<file path="src/rtl/mc_cpu_if.sv">
// Shared instruction/data memory port between the core and the memory model.
// Zero latency; it carries wires only.
// Backpressure: the slave holds off completion by keeping mem_ack low while mem_req is high.
interface mc_cpu_if #(
  parameter int DATA_W = 16,
  parameter int ADDR_W = 16
) ();
  logic              mem_req;
  logic              mem_we;
  logic [ADDR_W-1:0] mem_addr;
  logic [DATA_W-1:0] mem_wdata;
  logic [DATA_W-1:0] mem_rdata;
  logic              mem_ack;

  modport master (
    output mem_req, mem_we, mem_addr, mem_wdata,
    input  mem_rdata, mem_ack
  );

  modport slave (
    input  mem_req, mem_we, mem_addr, mem_wdata,
    output mem_rdata, mem_ack
  );
endinterface

</file>
<file path="src/rtl/mc_cpu.sv">
// Multi-cycle 16-bit MIPS-subset core: FETCH/DECODE/EXEC/MEM/WB over one shared memory port.
// Latency with zero-wait memory: R-type/addi 4, lw 5, sw 4, beq/nop 2 cycles; each wait state adds 1 per access.
// Backpressure: every access holds its request registers stable until mem_ack; mem_ack with mem_req low is ignored.
module mc_cpu #(
  parameter int              DATA_W   = 16,
  parameter int              ADDR_W   = 16,
  parameter logic [ADDR_W-1:0] RESET_PC = '0
) (
  input  logic              clock,
  input  logic              reset_n,
  mc_cpu_if.master          mem,
  output logic [ADDR_W-1:0] pc,
  output logic [15:0]       ir,
  output logic              wb_valid,
  output logic [1:0]        wb_reg,
  output logic [DATA_W-1:0] wb_data,
  output logic              halted
);

  localparam logic [2:0] S_FETCH  = 3'd0;
  localparam logic [2:0] S_DECODE = 3'd1;
  localparam logic [2:0] S_EXEC   = 3'd2;
  localparam logic [2:0] S_MEM    = 3'd3;
  localparam logic [2:0] S_WB     = 3'd4;
  localparam logic [2:0] S_HALT   = 3'd5;

  localparam logic [3:0] OP_ADD  = 4'b0000;
  localparam logic [3:0] OP_SUB  = 4'b0001;
  localparam logic [3:0] OP_AND  = 4'b0010;
  localparam logic [3:0] OP_OR   = 4'b0011;
  localparam logic [3:0] OP_ADDI = 4'b0100;
  localparam logic [3:0] OP_LW   = 4'b0101;
  localparam logic [3:0] OP_SW   = 4'b0110;
  localparam logic [3:0] OP_SLT  = 4'b0111;
  localparam logic [3:0] OP_BEQ  = 4'b1000;
  localparam logic [3:0] OP_HALT = 4'b1111;

  logic [2:0]        state, state_n;
  logic [ADDR_W-1:0] pc_q, pc_n;
  logic [15:0]       ir_q, ir_n;
  logic [DATA_W-1:0] a_q, a_n, b_q, b_n, res_q, res_n;
  logic              req_q, req_n, we_q, we_n;
  logic [ADDR_W-1:0] addr_q, addr_n;
  logic [DATA_W-1:0] wdata_q, wdata_n;
  logic              wbv_q, wbv_n;
  logic [1:0]        wbr_q, wbr_n;
  logic [DATA_W-1:0] wbd_q, wbd_n;
  logic              halt_q, halt_n;
  logic              rf_we;
  logic [1:0]        rf_wa;
  logic [DATA_W-1:0] rf [4];

  logic [3:0]        op;
  logic [1:0]        rs, rt, rd;
  logic [DATA_W-1:0] imm_d;
  logic [ADDR_W-1:0] target;
  logic [DATA_W-1:0] rs_val, rt_val, alu;
  logic              is_alu, is_mem;

  assign op     = ir_q[15:12];
  assign rs     = ir_q[11:10];
  assign rt     = ir_q[9:8];
  assign rd     = ir_q[7:6];
  assign imm_d  = {{(DATA_W-8){ir_q[7]}}, ir_q[7:0]};
  // pc already points past the branch, so the offset is relative to the next instruction
  assign target = pc_q + {{(ADDR_W-8){ir_q[7]}}, ir_q[7:0]};
  // r0 is never written, so it always reads back as zero
  assign rs_val = rf[rs];
  assign rt_val = rf[rt];
  assign is_alu = (op inside {OP_ADD, OP_SUB, OP_AND, OP_OR, OP_SLT, OP_ADDI});
  assign is_mem = (op == OP_LW) || (op == OP_SW);

  // ALU on the operands latched in DECODE; lw/sw reuse the addi path for rs+imm
  always_comb begin
    alu = a_q + imm_d;
    case (op)
      OP_ADD:  alu = a_q + b_q;
      OP_SUB:  alu = a_q - b_q;
      OP_AND:  alu = a_q & b_q;
      OP_OR:   alu = a_q | b_q;
      OP_SLT:  alu = ($signed(a_q) < $signed(b_q)) ? {{(DATA_W-1){1'b0}}, 1'b1} : '0;
      default: alu = a_q + imm_d;
    endcase
  end

  // Controller: next-state and next-value of every architectural and port register
  always_comb begin
    state_n = state;
    pc_n    = pc_q;
    ir_n    = ir_q;
    a_n     = a_q;
    b_n     = b_q;
    res_n   = res_q;
    req_n   = req_q;
    we_n    = we_q;
    addr_n  = addr_q;
    wdata_n = wdata_q;
    wbv_n   = 1'b0;
    wbr_n   = wbr_q;
    wbd_n   = wbd_q;
    halt_n  = halt_q;
    rf_we   = 1'b0;
    rf_wa   = 2'd0;
    case (state)
      S_FETCH: begin
        // Entered with req low after reset or a store: raise the fetch request here
        if (!req_q) begin
          req_n  = 1'b1;
          we_n   = 1'b0;
          addr_n = pc_q;
        end else if (mem.mem_ack) begin
          ir_n    = mem.mem_rdata[15:0];
          pc_n    = pc_q + 1'b1;
          req_n   = 1'b0;
          state_n = S_DECODE;
        end
      end
      S_DECODE: begin
        a_n = rs_val;
        b_n = rt_val;
        if (op == OP_HALT) begin
          halt_n  = 1'b1;
          state_n = S_HALT;
        end else if (is_alu || is_mem) begin
          state_n = S_EXEC;
        end else begin
          // beq and NOPs go straight back to fetch, issuing the request in the same edge
          if ((op == OP_BEQ) && (rs_val == rt_val)) begin
            pc_n   = target;
            addr_n = target;
          end else begin
            addr_n = pc_q;
          end
          req_n   = 1'b1;
          we_n    = 1'b0;
          state_n = S_FETCH;
        end
      end
      S_EXEC: begin
        if (is_mem) begin
          req_n   = 1'b1;
          we_n    = (op == OP_SW);
          addr_n  = alu[ADDR_W-1:0];
          wdata_n = b_q;
          state_n = S_MEM;
        end else begin
          res_n   = alu;
          state_n = S_WB;
        end
      end
      S_MEM: begin
        if (mem.mem_ack) begin
          req_n = 1'b0;
          we_n  = 1'b0;
          if (op == OP_LW) begin
            res_n   = mem.mem_rdata;
            state_n = S_WB;
          end else begin
            // req must drop for a cycle after the store ack; FETCH re-raises it
            state_n = S_FETCH;
          end
        end
      end
      S_WB: begin
        rf_wa   = ((op == OP_ADDI) || (op == OP_LW)) ? rt : rd;
        rf_we   = (rf_wa != 2'd0);
        wbv_n   = 1'b1;
        wbr_n   = rf_wa;
        wbd_n   = res_q;
        req_n   = 1'b1;
        we_n    = 1'b0;
        addr_n  = pc_q;
        state_n = S_FETCH;
      end
      S_HALT: begin
        req_n = 1'b0;
      end
      default: state_n = S_FETCH;
    endcase
  end

  // State registers; reset also kills any in-flight access asynchronously
  always_ff @(posedge clock or negedge reset_n) begin
    if (!reset_n) begin
      state   <= S_FETCH;
      pc_q    <= RESET_PC;
      ir_q    <= '0;
      a_q     <= '0;
      b_q     <= '0;
      res_q   <= '0;
      req_q   <= 1'b0;
      we_q    <= 1'b0;
      addr_q  <= '0;
      wdata_q <= '0;
      wbv_q   <= 1'b0;
      wbr_q   <= '0;
      wbd_q   <= '0;
      halt_q  <= 1'b0;
    end else begin
      state   <= state_n;
      pc_q    <= pc_n;
      ir_q    <= ir_n;
      a_q     <= a_n;
      b_q     <= b_n;
      res_q   <= res_n;
      req_q   <= req_n;
      we_q    <= we_n;
      addr_q  <= addr_n;
      wdata_q <= wdata_n;
      wbv_q   <= wbv_n;
      wbr_q   <= wbr_n;
      wbd_q   <= wbd_n;
      halt_q  <= halt_n;
    end
  end

  // Register file write; r0 writes are dropped though wb_valid still reports them
  always_ff @(posedge clock or negedge reset_n) begin
    if (!reset_n) begin
      for (int i = 0; i < 4; i++) rf[i] <= '0;
    end else if (rf_we) begin
      rf[rf_wa] <= res_q;
    end
  end

  assign mem.mem_req   = req_q;
  assign mem.mem_we    = we_q;
  assign mem.mem_addr  = addr_q;
  assign mem.mem_wdata = wdata_q;
  assign pc            = pc_q;
  assign ir            = ir_q;
  assign wb_valid      = wbv_q;
  assign wb_reg        = wbr_q;
  assign wb_data       = wbd_q;
  assign halted        = halt_q;

endmodule

</file>
<file path="src/flat_wrapper.sv">
// flat-port wrapper written by rule: the top's interface ports become plain ports
module mc_cpu_flat 
#(
  parameter int              DATA_W   = 16,
  parameter int              ADDR_W   = 16,
  parameter logic [ADDR_W-1:0] RESET_PC = '0
)
  (clock, reset_n, pc, ir, wb_valid, wb_reg, wb_data, halted, mem_mem_req, mem_mem_we, mem_mem_addr, mem_mem_wdata, mem_mem_rdata, mem_mem_ack);
  mc_cpu_if #(.DATA_W(DATA_W), .ADDR_W(ADDR_W)) mem_i ();
  input  logic clock;
  input  logic reset_n;
  output logic [ADDR_W-1:0] pc;
  output logic [15:0] ir;
  output logic wb_valid;
  output logic [1:0] wb_reg;
  output logic [DATA_W-1:0] wb_data;
  output logic halted;
  output wire logic [$bits(mem_i.mem_req)-1:0] mem_mem_req;
  output wire logic [$bits(mem_i.mem_we)-1:0] mem_mem_we;
  output wire logic [$bits(mem_i.mem_addr)-1:0] mem_mem_addr;
  output wire logic [$bits(mem_i.mem_wdata)-1:0] mem_mem_wdata;
  input wire logic [$bits(mem_i.mem_rdata)-1:0] mem_mem_rdata;
  input wire logic [$bits(mem_i.mem_ack)-1:0] mem_mem_ack;
  assign mem_mem_req = mem_i.mem_req;
  assign mem_mem_we = mem_i.mem_we;
  assign mem_mem_addr = mem_i.mem_addr;
  assign mem_mem_wdata = mem_i.mem_wdata;
  assign mem_i.mem_rdata = mem_mem_rdata;
  assign mem_i.mem_ack = mem_mem_ack;
  mc_cpu #(.DATA_W(DATA_W), .ADDR_W(ADDR_W), .RESET_PC(RESET_PC)) u_core (.clock(clock), .reset_n(reset_n), .mem(mem_i), .pc(pc), .ir(ir), .wb_valid(wb_valid), .wb_reg(wb_reg), .wb_data(wb_data), .halted(halted));
endmodule
</file>
<file path="config.mk">
export PLATFORM = sky130hd
export DESIGN_NAME = mc_cpu_flat
export DESIGN_NICKNAME = d
export VERILOG_FILES = /design/src/rtl/mc_cpu_if.sv /design/src/rtl/mc_cpu.sv /design/src/flat_wrapper.sv
export SDC_FILE = /design/constraint.sdc
export NUM_CORES = 1
export LEC_CHECK = 0
export CORE_MARGIN = 2
export CORE_UTILIZATION = 50
export CTS_CLUSTER_DIAMETER = 50
export DETAILED_ROUTE_END_ITERATION = 10
export DONT_BUFFER_PORTS = 1
export HOLD_SLACK_MARGIN = 0.1
export PLACE_DENSITY = 0.68
export SLEW_MARGIN = 0
export SYNTH_ARGS = -nofsm -noshare
export SYNTH_HDL_FRONTEND = slang
export SYNTH_SLANG_ARGS = --single-unit
</file>
<file path="constraint.sdc">
create_clock -name clock -period 3.75 [get_ports clock]
set_input_delay 0.75 -clock clock [delete_from_list [all_inputs] [get_ports clock]]
set_output_delay 0.75 -clock clock [all_outputs]
set_load 0.01 [all_outputs]
</file>
# ---- After elaboration in Yosys (flattened, before gate mapping)
# Cells that the tools add are included.
dict set report word_totals {
  latch_bits 0
  input_bits 19
  ram_bits 0
  memories 0
  mem_bits_ro 0
  elab_cells 129
  regBits 201
  out_inout_bits 86
}
dict set report classes {
  shifts 0
  n_lt_le_gt_ge 5
  n_mux 48
  add_sub_neg 5
  n_eq_ne 24
  mul 0
  bitwise 6
  n_reduce_logical 23
  div 0
}
# op count
set ops {}
lappend ops {{$mux W16} 15}
lappend ops {{$pmux W16 S5} 1}
lappend ops {{$bmux W16 S2} 2}
lappend ops {{$bwmux W64} 1}
lappend ops {{$pmux W16 S2} 2}
lappend ops {{$pmux W16 S4} 1}
lappend ops {{$add A16 B16 Y16} 3}
lappend ops {{$demux W16 S2} 1}
lappend ops {{$mux W3} 6}
lappend ops {{$add A16 B1 Y16 const B} 1}
lappend ops {{$and A16 B16 Y16} 1}
lappend ops {{$eq A16 B16 Y1} 1}
lappend ops {{$eq A4 B3 Y1 const B} 4}
lappend ops {{$lt A16 B16 Y1} 1}
lappend ops {{$or A16 B16 Y16} 1}
lappend ops {{$sub A16 B16 Y16} 1}
lappend ops {{$pmux W3 S5} 1}
lappend ops {{$reduce_and A5 Y1} 3}
lappend ops {{$mux W1} 13}
lappend ops {{$ne A2 B2 Y1 const B} 6}
lappend ops {{$reduce_bool A6 Y1} 2}
lappend ops {{$ge A3 B3 Y1 const B} 3}
lappend ops {{$not A2 Y3} 3}
lappend ops {{$eq A4 B2 Y1 const B} 2}
lappend ops {{22 further kinds} 36}

# ---- Depth between registers and ports, before layout
# Gate-level depths: netlist of the first run.
dict set report logic_depth {
  ltp_word 10
  ltp_mapped 13
  ltp_nobuf 13
}

# ---- Worst setup path after synthesis of the first run
# OpenSTA, ideal clock, no wires.
dict set report synth_timing {
  path_kind {register to register}
  startpoint {register u_core.ir_q[13], in the netlist u_core.ir[13]}
  endpoint {register u_core.addr_q[15], in the netlist u_core.mem.mem_addr[15]}
  t_arrival_ps 3529
  path_stages_with_launch 13
  setup_ps 129
  path_buffers 1
  setup_slack_ps 92
  period_less_slack_ps 3658
  t_required_ps 3621
  path_cell_list {dfrtp_1 nor4_2 clkbuf_1 mux2_2 ha_1 o21a_1 o21ai_0 nor4_1 o41ai_1 xnor2_1 o32a_1 a221oi_1 a21oi_1}
}
dict set report synth_via {
  elab_chain_len 6
  word_cells_on_any_way 24
  cone_classes {12 x eq/ne; 6 x mux; 6 x reduce/logical}
}
# item line
set synth_lines {}
lappend synth_lines {{start: declaration} mc_cpu.sv:40} ;# logic [15:0] ir_q, ir_n;
lappend synth_lines {{start signal: assignment} mc_cpu.sv:202} ;# ir_q <= ir_n;
lappend synth_lines {{$eq A4 B4 Y1} mc_cpu.sv:128} ;# if ((op == OP_BEQ) && (rs_val == rt_val)) begin
lappend synth_lines {{$logic_and A1 B1 Y1} mc_cpu.sv:128}
lappend synth_lines {{$mux W16} mc_cpu.sv:128}
lappend synth_lines {{$mux W16} -}
lappend synth_lines {{$mux W16} mc_cpu.sv:121} ;# if (op == OP_HALT) begin
lappend synth_lines {{$pmux W16 S4} mc_cpu.sv:104} ;# case (state)
lappend synth_lines {{end signal: assignment} mc_cpu.sv:208} ;# addr_q <= addr_n;
lappend synth_lines {{end: declaration} mc_cpu.sv:43} ;# logic [ADDR_W-1:0] addr_q, addr_n;
# Several ways; a longest one is shown, not always the timed one. The select of a mux whose other input is x is not followed.
# A chain may end at the register's enable or synchronous reset.

# ---- Worst setup path in the final report of the first run
dict set report layout_timing {
  startpoint {register u_core.ir_q[14], in the netlist u_core.ir[14]}
  endpoint {register u_core.addr_q[11], in the netlist u_core.mem.mem_addr[11]}
}
# Same word-level chain as after synthesis.

==> results of run 1 <==
==> layout make-up <==
class,count,area [um2]
Fill cell,2215,10900
Multi-Input combinational cell,938,7110
Sequential cell,201,5030
Clock buffer,34,699
Timing Repair Buffer,59,473
Tap cell,330,413
Inverter,53,199
Clock inverter,12,159
==> power by group through the flow <==
stage,clock network [W],registers [W],logic (W)
finish,0.00249,0.00424,0.00869
global route,0.00261,0.00434,0.00947
CTS,0.00253,0.00423,0.00853
detailed placement,0,0.00426,0.00848
global placement,0,0.00423,0.00838
floorplan,0,0.00386,0.00613
==> cell usage after synthesis, types with 12 or more instances <==
master,n
a31oi_1,14
dfrtp_1,201
nand2_1,137
nor4_1,12
nor3_1,13
ha_1,79
inv_1,53
o21ai_0,115
clkbuf_1,63
a21oi_1,78
a221oi_1,15
mux2i_1,17
nand3_1,20
xor2_1,13
mux4_2,32
mux2_2,88
xnor2_1,37
nor2_1,84
==> through the flow <==
stage	instances	cell area (um2)	hold WS, ps	setup TNS (ps)
after floorplan	1269	12600	441	0
after global routing	1627	14100	-94.2	-18.1
after detailed placement	1575	13200	383	0
after global placement	1575	13200	377	0
after CTS	1621	14000	-105	0
final	1627	14100	-91.1	0
==> worst reg2reg max path, delay by kind of cell, from the launching register on <==
kind | cells | cell delay, ps
compound gates | 7 | 1540
flops | 1 | 410
simple gates | 1 | 380
fa+ha+maj | 1 | 360
mux | 1 | 320
buf+inv | 2 | 290
xor+xnor | 1 | 130
==> cell families (layout without fill, tap and decap cells) <==
kind of cell    after synthesis  count (layout)  share of synthesized area (%)
buf+inv                     130             158                           4.15
xor+xnor                     50              50                           3.47
compound gates              332             332                           16.6
flops                       201             201                           39.9
simple gates                335             335                           12.5
fa+ha+maj                    83              83                           8.39
mux                         138             138                           15.0
==> repair_timing <==
item,CTS,global route
endpoints found under the hold margin,201,201
setup buffers,0,5
endpoints found under the setup margin,0,2
gates resized for setup,0,3
==> worst max-delay path by stage <==
stage                        from                 endpoint  slack [ps]  cells after the start
floorplan           u_core.ir[13]  u_core.mem.mem_addr[15]          90                     12
global placement    u_core.ir[13]  u_core.mem.mem_addr[12]         250                     14
detailed placement  u_core.ir[13]  u_core.mem.mem_addr[12]         180                     14
CTS                 u_core.ir[13]  u_core.mem.mem_addr[12]         160                     14
global route        u_core.ir[14]  u_core.mem.mem_addr[15]         -10                     13
finish              u_core.ir[14]  u_core.mem.mem_addr[11]         200                     13
==> per-layer routing <==
| layer | vias to the layer above | part of all wire [%] |
|---|---|---|
| li1 | 4634 | - |
| met1 | 4900 | 44 |
| met2 | 397 | 45 |
| met3 | 67 | 7.7 |
| met4 | 0 | 3.2 |
| met5 | - | 0 |
==> metrics, run 1 <==
status=complete, but fails checks; failing checks=negative hold slack; commonest non-fill, non-tap cell in the layout=dfrtp_1; max reg flops=64; Final Util=between 50 and 60%; TritonCTS clock tree=done; average size of a mapped cell=roughly 9.9 um2; R2R depth=13; drt pass-1 iters=5; number of buffers created by CTS=25; Least-Margin Pin Slew=1000 ps; first-pass GRT wire length=approximately 58000 um; Max IR drop VDD=a little under 0.0006 V; Detailed Route WL=between 30000 and 40000 um; cell area after synthesis=between 10000 and 15000 um2; detailed-route DRC error count=0; worst-path cell chain=nor4_4 -> buf_12 -> buf_4 -> mux2_2 -> ha_1 -> o211ai_1 -> o211a_1 -> o31ai_1 -> a21oi_1 -> xnor2_1 -> a221o_1 -> a221oi_1 -> a21oi_1; Leakage=6.26 nW; Fin. Hold Viols=between 150 and 200; Setup Slack @ Placement=179 ps; Most Frequent Cell on Critical Path=a21oi_1; final hold slack=-91.1 ps; clock share of power=between 10% and 20%; Worst R2R Start=u_core.ir[14]; via count=about 10000; Yosys cell types=between 70 and 80; vias in the first global route=9830; most frequent cells in the layout=201 x dfrtp_1, 137 x nand2_1, 114 x o21ai_0; Flop pwr share=27.5%; Gate power share=around 56%; total number of H-tree levels=1; nets@finish=approximately 1400; Buf+Inv Stages, Crit Path=2; Post-Syn Nets=1370; Worst-path clk slew=60 ps; area leader, netlist=dfrtp_1; worst clock skew=roughly 13 ps; Worst path slowest cell=a221o_1; Yosys top cell area share=39.9%; RD Place Congestion=approximately 0.9; Min Clock Period, post-route=3550 ps; share of cells above drive strength 1=19.0%; number of I/O pins=approximately 110; area grow syn2layout=11.7%; sw frac=46.9%; Max clock buf depth=3; Worst slew margin=about a third; #FFs+latches synth=about 200; Setup violations, final=0; GRT met1 Usage=roughly 40%; Via density=around 6.1; Largest delay share family, worst path=compound AO/OA/AOI/OAI gates; CP max FO=8; fmax=roughly 280 MHz; flop2flop setup slack=between 200 and 250 ps; grt ovf=0; RR Endpoint=u_core.mem.mem_addr[11]; diode count=0; dpl hpwl=27800 um; die width=163 um; internal power=0.00818 W; Max Cap Viol=0; later-pin clock latency in the skew report=between 500 and 600 ps; Slew Viols, Final=0; initial core utilization=about half; largest cells by area after synthesis=dfrtp_1 40%, mux2_2 7.9%, ha_1 7.8%; Avg WL per Cell=around 23 um; IO Port Bufs=0; CTS Root Cell=clkbuf_16; worst endpoint required time=~4200 ps; Critical Path End Type=flop; Hold Crit Class=primary input to asynchronous set/reset pin; row count=just under 60; most used flip-flop cell after synthesis=dfrtp_1; die area=between 20000 and 30000 um2; clock tree sinks=between 200 and 250; GRT Total Usage=about 29%; GR peak layer=met2; pwr dens=roughly 1100 nW/um2; CP Class=flop to flop; antenna violations before repair=0; met3 Use GR=between 5 and 6%; Syn Inst Count=approximately 1300; YS warnings=0; Worst path max stage delay=420 ps; core area=25000 um2; chip height=~160 um; Post-synth EDFFs=0; CP startpoint kind=flop; Total Power=roughly 0.015 W; Critical Path AT=around 4000 ps; Seq/Total Area, Yosys=39.9%; Final ANT Viol Nets=0; sw power=a little over 0.007 W; pin count of the biggest net entering global routing=~200; FFs w/ async S/R, synth=between 90% and 100%; M2 GR Usage=a little under half; worst setup slack after layout=200 ps; 1st-iter DRT viols=roughly 1000; Biggest register=u_core.rf; period utilization=a little over nine tenths
(Power assumes the default switching activity.)
==> run 2: changes to the inputs <==
==> constraint.sdc (replaced) <==
create_clock -name clock -period 3.75 [get_ports clock]
set_input_delay 1.125 -clock clock [delete_from_list [all_inputs] [get_ports clock]]
set_output_delay 1.125 -clock clock [all_outputs]
set_load 0.01 [all_outputs]
==> metrics, run 2 (synthesis gave the netlist of run 1 again) <==
status=complete, no violations (was complete, but fails checks); detailed-route DRC error count=0 (unchanged); Worst slew margin=36.3% (was 33.1%); Least-Margin Pin Slew=956 ps (was 1000 ps); filler cell count=2182 (was 2215); RD Place Congestion=0.961 (was 0.920); later-pin clock latency in the skew report=550 ps (was 540 ps); CP Class=flop to flop (unchanged); fmax=278 MHz (was 282 MHz); area grow syn2layout=13.0% (was 11.7%); Leakage=6.35 nW (was 6.26 nW); max reg flops=64 (unchanged); Avg WL per Cell=23.6 um (was 23.0 um); worst clock skew=29.2 ps (was 13.2 ps); number of I/O pins=105 (unchanged); Detailed Route WL=38500 um (was 37500 um); clock tree sinks=201 (unchanged); chip height=163 um (unchanged); share of cells above drive strength 1=20.0% (was 19.0%); hold_buf cts=0; 1st-iter DRT viols=1047 (was 1003); number of buffers created by CTS=26 (was 25); Slew Viols, Final=0 (unchanged); Final Util=57.1% (was 56.4%); FF+latch area=5030 um2 (unchanged); via count=10200 (was 9998); first-pass GRT wire length=59700 um (was 58100 um); placed cells=1579 (was 1575); CP max FO=5 (was 8); total number of H-tree levels=1 (unchanged); core area=25000 um2 (unchanged); Fin. Hold Viols=0 (was 199); setup TNS=0 ps (unchanged); footprint of the multi-input gates=7150 um2 (was 7110 um2); grt ovf=0 (unchanged); Min Clock Period, post-route=3600 ps (was 3550 ps); pwr dens=1110 nW/um2 (was 1090 nW/um2); cell area after placement=13200 um2 (about the same); initial core utilization=50.5% (unchanged); Max clock buf depth=3 (unchanged); Setup violations, final=0 (unchanged); vias in the first global route=10100 (was 9830); TritonCTS clock tree=done (unchanged); Hold Crit Class=primary input to asynchronous set/reset pin (unchanged); Max IR drop VDD=0.000700 V (was 0.000584 V); antenna violations before repair=1 (was 0); die area=26500 um2 (unchanged); Non-Filler Instances=1633 (was 1627); worst endpoint required time=4160 ps (was 4170 ps); IO Port Bufs=0 (unchanged); CP startpoint kind=flop (unchanged); Biggest register=u_core.rf (unchanged); worst setup slack after layout=149 ps (was 200 ps); period utilization=96.0% (was 94.7%); drt pass-1 iters=6 (was 5); Final Cell Area=14300 um2 (was 14100 um2); diode count=0 (unchanged); CTS Root Cell=clkbuf_16 (unchanged); dpl hpwl=28200 um (was 27800 um); Critical Path AT=4010 ps (was 3970 ps); nets@finish=1385 (was 1379); Via density=6.27 (was 6.15); commonest non-fill, non-tap cell in the layout=dfrtp_1 (unchanged); Setup Slack @ Placement=179 ps (about the same); Critical Path End Type=flop (unchanged); GRT Total Usage=29.3% (was 28.6%); Final ANT Viol Nets=0 (unchanged); pin count of the biggest net entering global routing=202 (unchanged); die width=163 um (unchanged); Max Cap Viol=0 (unchanged); Worst-path clk slew=60 ps (about the same); most frequent cells in the layout=201 x dfrtp_1, 137 x nand2_1, 112 x o21ai_0 (was 201 x dfrtp_1, 137 x nand2_1, 114 x o21ai_0); row count=58 (unchanged)
[run 2: changes by cell type in the layout (fill, tap and decap cells not counted), sizes merged]
cell      delta
clkinv       +1
clkinvlp     -2
clkbuf       +2
buf          +5
[run 2: critical path: stages (launching register included)]
cell      delay (ps)
dfrtp_1          410
nor4_4           380
buf_12           170
buf_12           110
buf_4            100
mux2_2           320
ha_1             320
o21a_1           140
o21ai_1          310
o31ai_1          140
a21oi_1          210
xnor2_1           90
a221o_1          420
a221oi_1         270
a21oi_1          100
[run 2: what timing repair did]
action,CTS,global route
endpoints found under the setup margin,0,4
buffers inserted,0,6
resized for setup,0,12
[run 2: area by class of cell]
| type | instances | area share [%] |
|---|---|---|
| timing repair buffer | 64 | 3.67 |
| sequential | 201 | 35.3 |
| clock inverter | 11 | 1.10 |
| inverter | 53 | 1.40 |
| clock buffer | 36 | 5.46 |
| multi-input combinational | 938 | 50.2 |
| tap | 330 | 2.90 |
[run 2: per-stage QoR]
step,hold WS [ps],total power [W]
2_1_floorplan,441,0.00998
3_5_place_dp,383,0.0128
3_3_place_gp,376,0.0127
5_1_grt,280,0.0168
6_report,287,0.0158
4_1_cts,265,0.0155
[run 2: metal layers]
layer | vias up | part of all wire (%) | global-route usage (%)
li1 | 4655 | - | -
met1 | 5110 | 45 | 42.3
met2 | 404 | 46 | 45.3
met3 | 64 | 6.6 | 5.42
met4 | 2 | 2.7 | 8.45
met5 | - | 0.034 | 0
[run 2: report_power, final]
group | switching, W | internal [W]
logic | 0.00523 | 0.00368
clock network | 0.000996 | 0.00166
registers | 0.00116 | 0.00303
[run 2: worst paths after layout]
| path | startpoint | endpoint | slack (ps) | cells after the start |
|---|---|---|---|---|
| min in group clock | u_core.rf[48] | u_core.rf[48] | 400 | 0 |
| setup reg to reg | u_core.ir[14] | u_core.mem.mem_addr[11] | 150 | 14 |
| max in group asynchronous | reset_n | u_core.a_q[13] | 2920 | 0 |
| hold reg to reg | u_core.rf[48] | u_core.rf[48] | 400 | 0 |
| hold / removal | reset_n | u_core.mem.mem_addr[1] | 290 | 0 |
| setup / recovery | u_core.ir[14] | u_core.mem.mem_addr[11] | 150 | 14 |
==> run 3: changes to the inputs <==
PLACE_DENSITY = default   (was 0.68)
clock period = 4.1 ns   (was 3.75 ns; I/O delays follow)
==> metrics, run 3 (synthesis gave the netlist of run 1 again) <==
status=complete, no violations (unchanged); Setup Slack @ Placement=384 ps (was 179 ps); max reg flops=64 (unchanged); GR peak layer=met2 (unchanged); first-pass GRT wire length=59100 um (was 59700 um); GRT Total Usage=29.0% (was 29.3%); Worst-path clk slew=60 ps (about the same); Non-Filler Instances=1608 (was 1633); dpl hpwl=27900 um (was 28200 um); die width=163 um (unchanged); CP max FO=17 (was 5); IO Port Bufs=0 (unchanged); Final Util=55.7% (was 57.1%); R2R depth=14 (unchanged); GRT met1 Usage=41.8% (was 42.3%); fmax=267 MHz (was 278 MHz); cell area after placement=13000 um2 (was 13200 um2); diode count=0 (unchanged); period utilization=91.2% (was 96.0%); via count=9987 (was 10200); row count=58 (unchanged); RR Endpoint=u_core.mem.mem_addr[8] (was u_core.mem.mem_addr[11]); Critical Path End Type=flop (unchanged); hold_buf cts=0 (unchanged); Least-Margin Pin Slew=998 ps (was 956 ps); TritonCTS clock tree=done (unchanged); Leakage=6.17 nW (was 6.35 nW); RD Place Congestion=0.962 (was 0.961); placed cells=1559 (was 1579); Slew Viols, Final=0 (unchanged); total number of H-tree levels=1 (unchanged); antenna violations before repair=1 (unchanged); CP Class=flop to flop (unchanged); Final Cell Area=13900 um2 (was 14300 um2); pin count of the biggest net entering global routing=202 (unchanged); drt pass-1 iters=7 (was 6); number of I/O pins=105 (unchanged); Max Cap Viol=0 (unchanged); worst clock skew=20.1 ps (was 29.2 ps); setup bufs post-CTS=0 (unchanged); vias in the first global route=9825 (was 10100); Min Clock Period, post-route=3740 ps (was 3600 ps); Detailed Route WL=38100 um (was 38500 um); share of cells above drive strength 1=17.8% (was 20.0%); met3 Use GR=5.37% (was 5.42%); Worst slew margin=33.2% (was 36.3%); post_cts resized=0 (unchanged); pwr dens=996 nW/um2 (was 1110 nW/um2); later-pin clock latency in the skew report=550 ps (about the same); die area=26500 um2 (unchanged); initial core utilization=50.5% (unchanged); Final ANT Viol Nets=0 (unchanged); CTS Root Cell=clkbuf_16 (unchanged); Hold Crit Class=primary input to asynchronous set/reset pin (unchanged); Worst R2R Start=u_core.ir[14] (unchanged); Via density=6.21 (was 6.27); nets@finish=1359 (was 1385); detailed-route DRC error count=0 (unchanged); flop2flop setup slack=360 ps (was 150 ps); M2 GR Usage=45.4% (was 45.3%); Max clock buf depth=3 (unchanged); clock tree sinks=201 (unchanged); area grow syn2layout=10.2% (was 13.0%); core area=25000 um2 (unchanged); CP startpoint kind=flop (unchanged); 1st-iter DRT viols=860 (was 1047); most frequent cells in the layout=201 x dfrtp_1, 137 x nand2_1, 114 x o21ai_0 (was 201 x dfrtp_1, 137 x nand2_1, 112 x o21ai_0); Critical Path AT=4160 ps (was 4010 ps); worst endpoint required time=4520 ps (was 4160 ps); chip height=163 um (unchanged); grt ovf=0 (unchanged); worst setup slack after layout=361 ps (was 149 ps); Fin. Hold Viols=0 (unchanged); setup TNS=0 ps (unchanged); Max IR drop VDD=0.000546 V (was 0.000700 V); Avg WL per Cell=23.7 um (was 23.6 um); Setup violations, final=0 (unchanged); Biggest register=u_core.rf (unchanged); number of buffers created by CTS=27 (was 26); commonest non-fill, non-tap cell in the layout=dfrtp_1 (unchanged); unrepaired setup endpoints after global routing=false
run 3: changes by cell type in the layout (fill, tap and decap cells not counted), moves of 2 or more:
cell / change
bufinv_16: -2
o21ai_1: -2
clkbuf_8: -7
clkinv_2: +3
o21ai_0: +2
inv_6: +5
buf_4: -25
run 3: worst max-delay path by stage:
stage,start,endpoint,slack (ps),depth (start not counted)
3_5_place_dp,u_core.ir[14],u_core.mem.mem_addr[8],380,14
6_report,u_core.ir[14],u_core.mem.mem_addr[8],360,14
2_1_floorplan,u_core.ir[13],u_core.mem.mem_addr[15],440,12
3_3_place_gp,u_core.ir[14],u_core.mem.mem_addr[15],480,12
4_1_cts,u_core.ir[14],u_core.mem.mem_addr[8],360,14
5_1_grt,u_core.ir[14],u_core.mem.mem_addr[8],60,14
run 3: per-stage QoR:
step                      total power (W)  hold slack (ps)
after floorplan                   0.00913              441
after global placement             0.0114              377
after detailed placement           0.0115              382
after CTS                          0.0138              376
after global routing               0.0148              381
final                              0.0139              388
run 3: cell type report:
| class | count | area [um2] |
|---|---|---|
| clock buffers | 31 | 711 |
| multi-input cells | 938 | 7110 |
| repair buffers | 37 | 290 |
| fillers | 2231 | 11100 |
| flip-flops and latches | 201 | 5030 |
| inverters | 53 | 199 |
| well taps | 330 | 413 |
| clock inverters | 18 | 159 |
run 3: power by group:
part           switching [W]  internal, W  total [W]
clock network       0.000964      0.00133    0.00229
logic                0.00453      0.00315    0.00768
registers            0.00112      0.00277    0.00389
run 3: worst max-delay path, stage by stage (launching register included):
cell and delay, ps:
dfrtp_1 510, nor4_4 180, buf_4 290, mux2_2 370
ha_1 220, inv_1 80, fa_1 210, nor2b_1 70
o31a_1 290, o31ai_1 330, xnor2_1 120, a221oi_1 230
o21ai_0 260, a221oi_1 330, a21oi_1 110
run 3: per-layer routing:
layer	part of all wire, %	wire (um)	vias up
met5	0	0	-
met4	2.4	896	0
met3	7.5	2850	53
met2	45	17200	355
met1	45	17100	4995
li1	-	-	4584
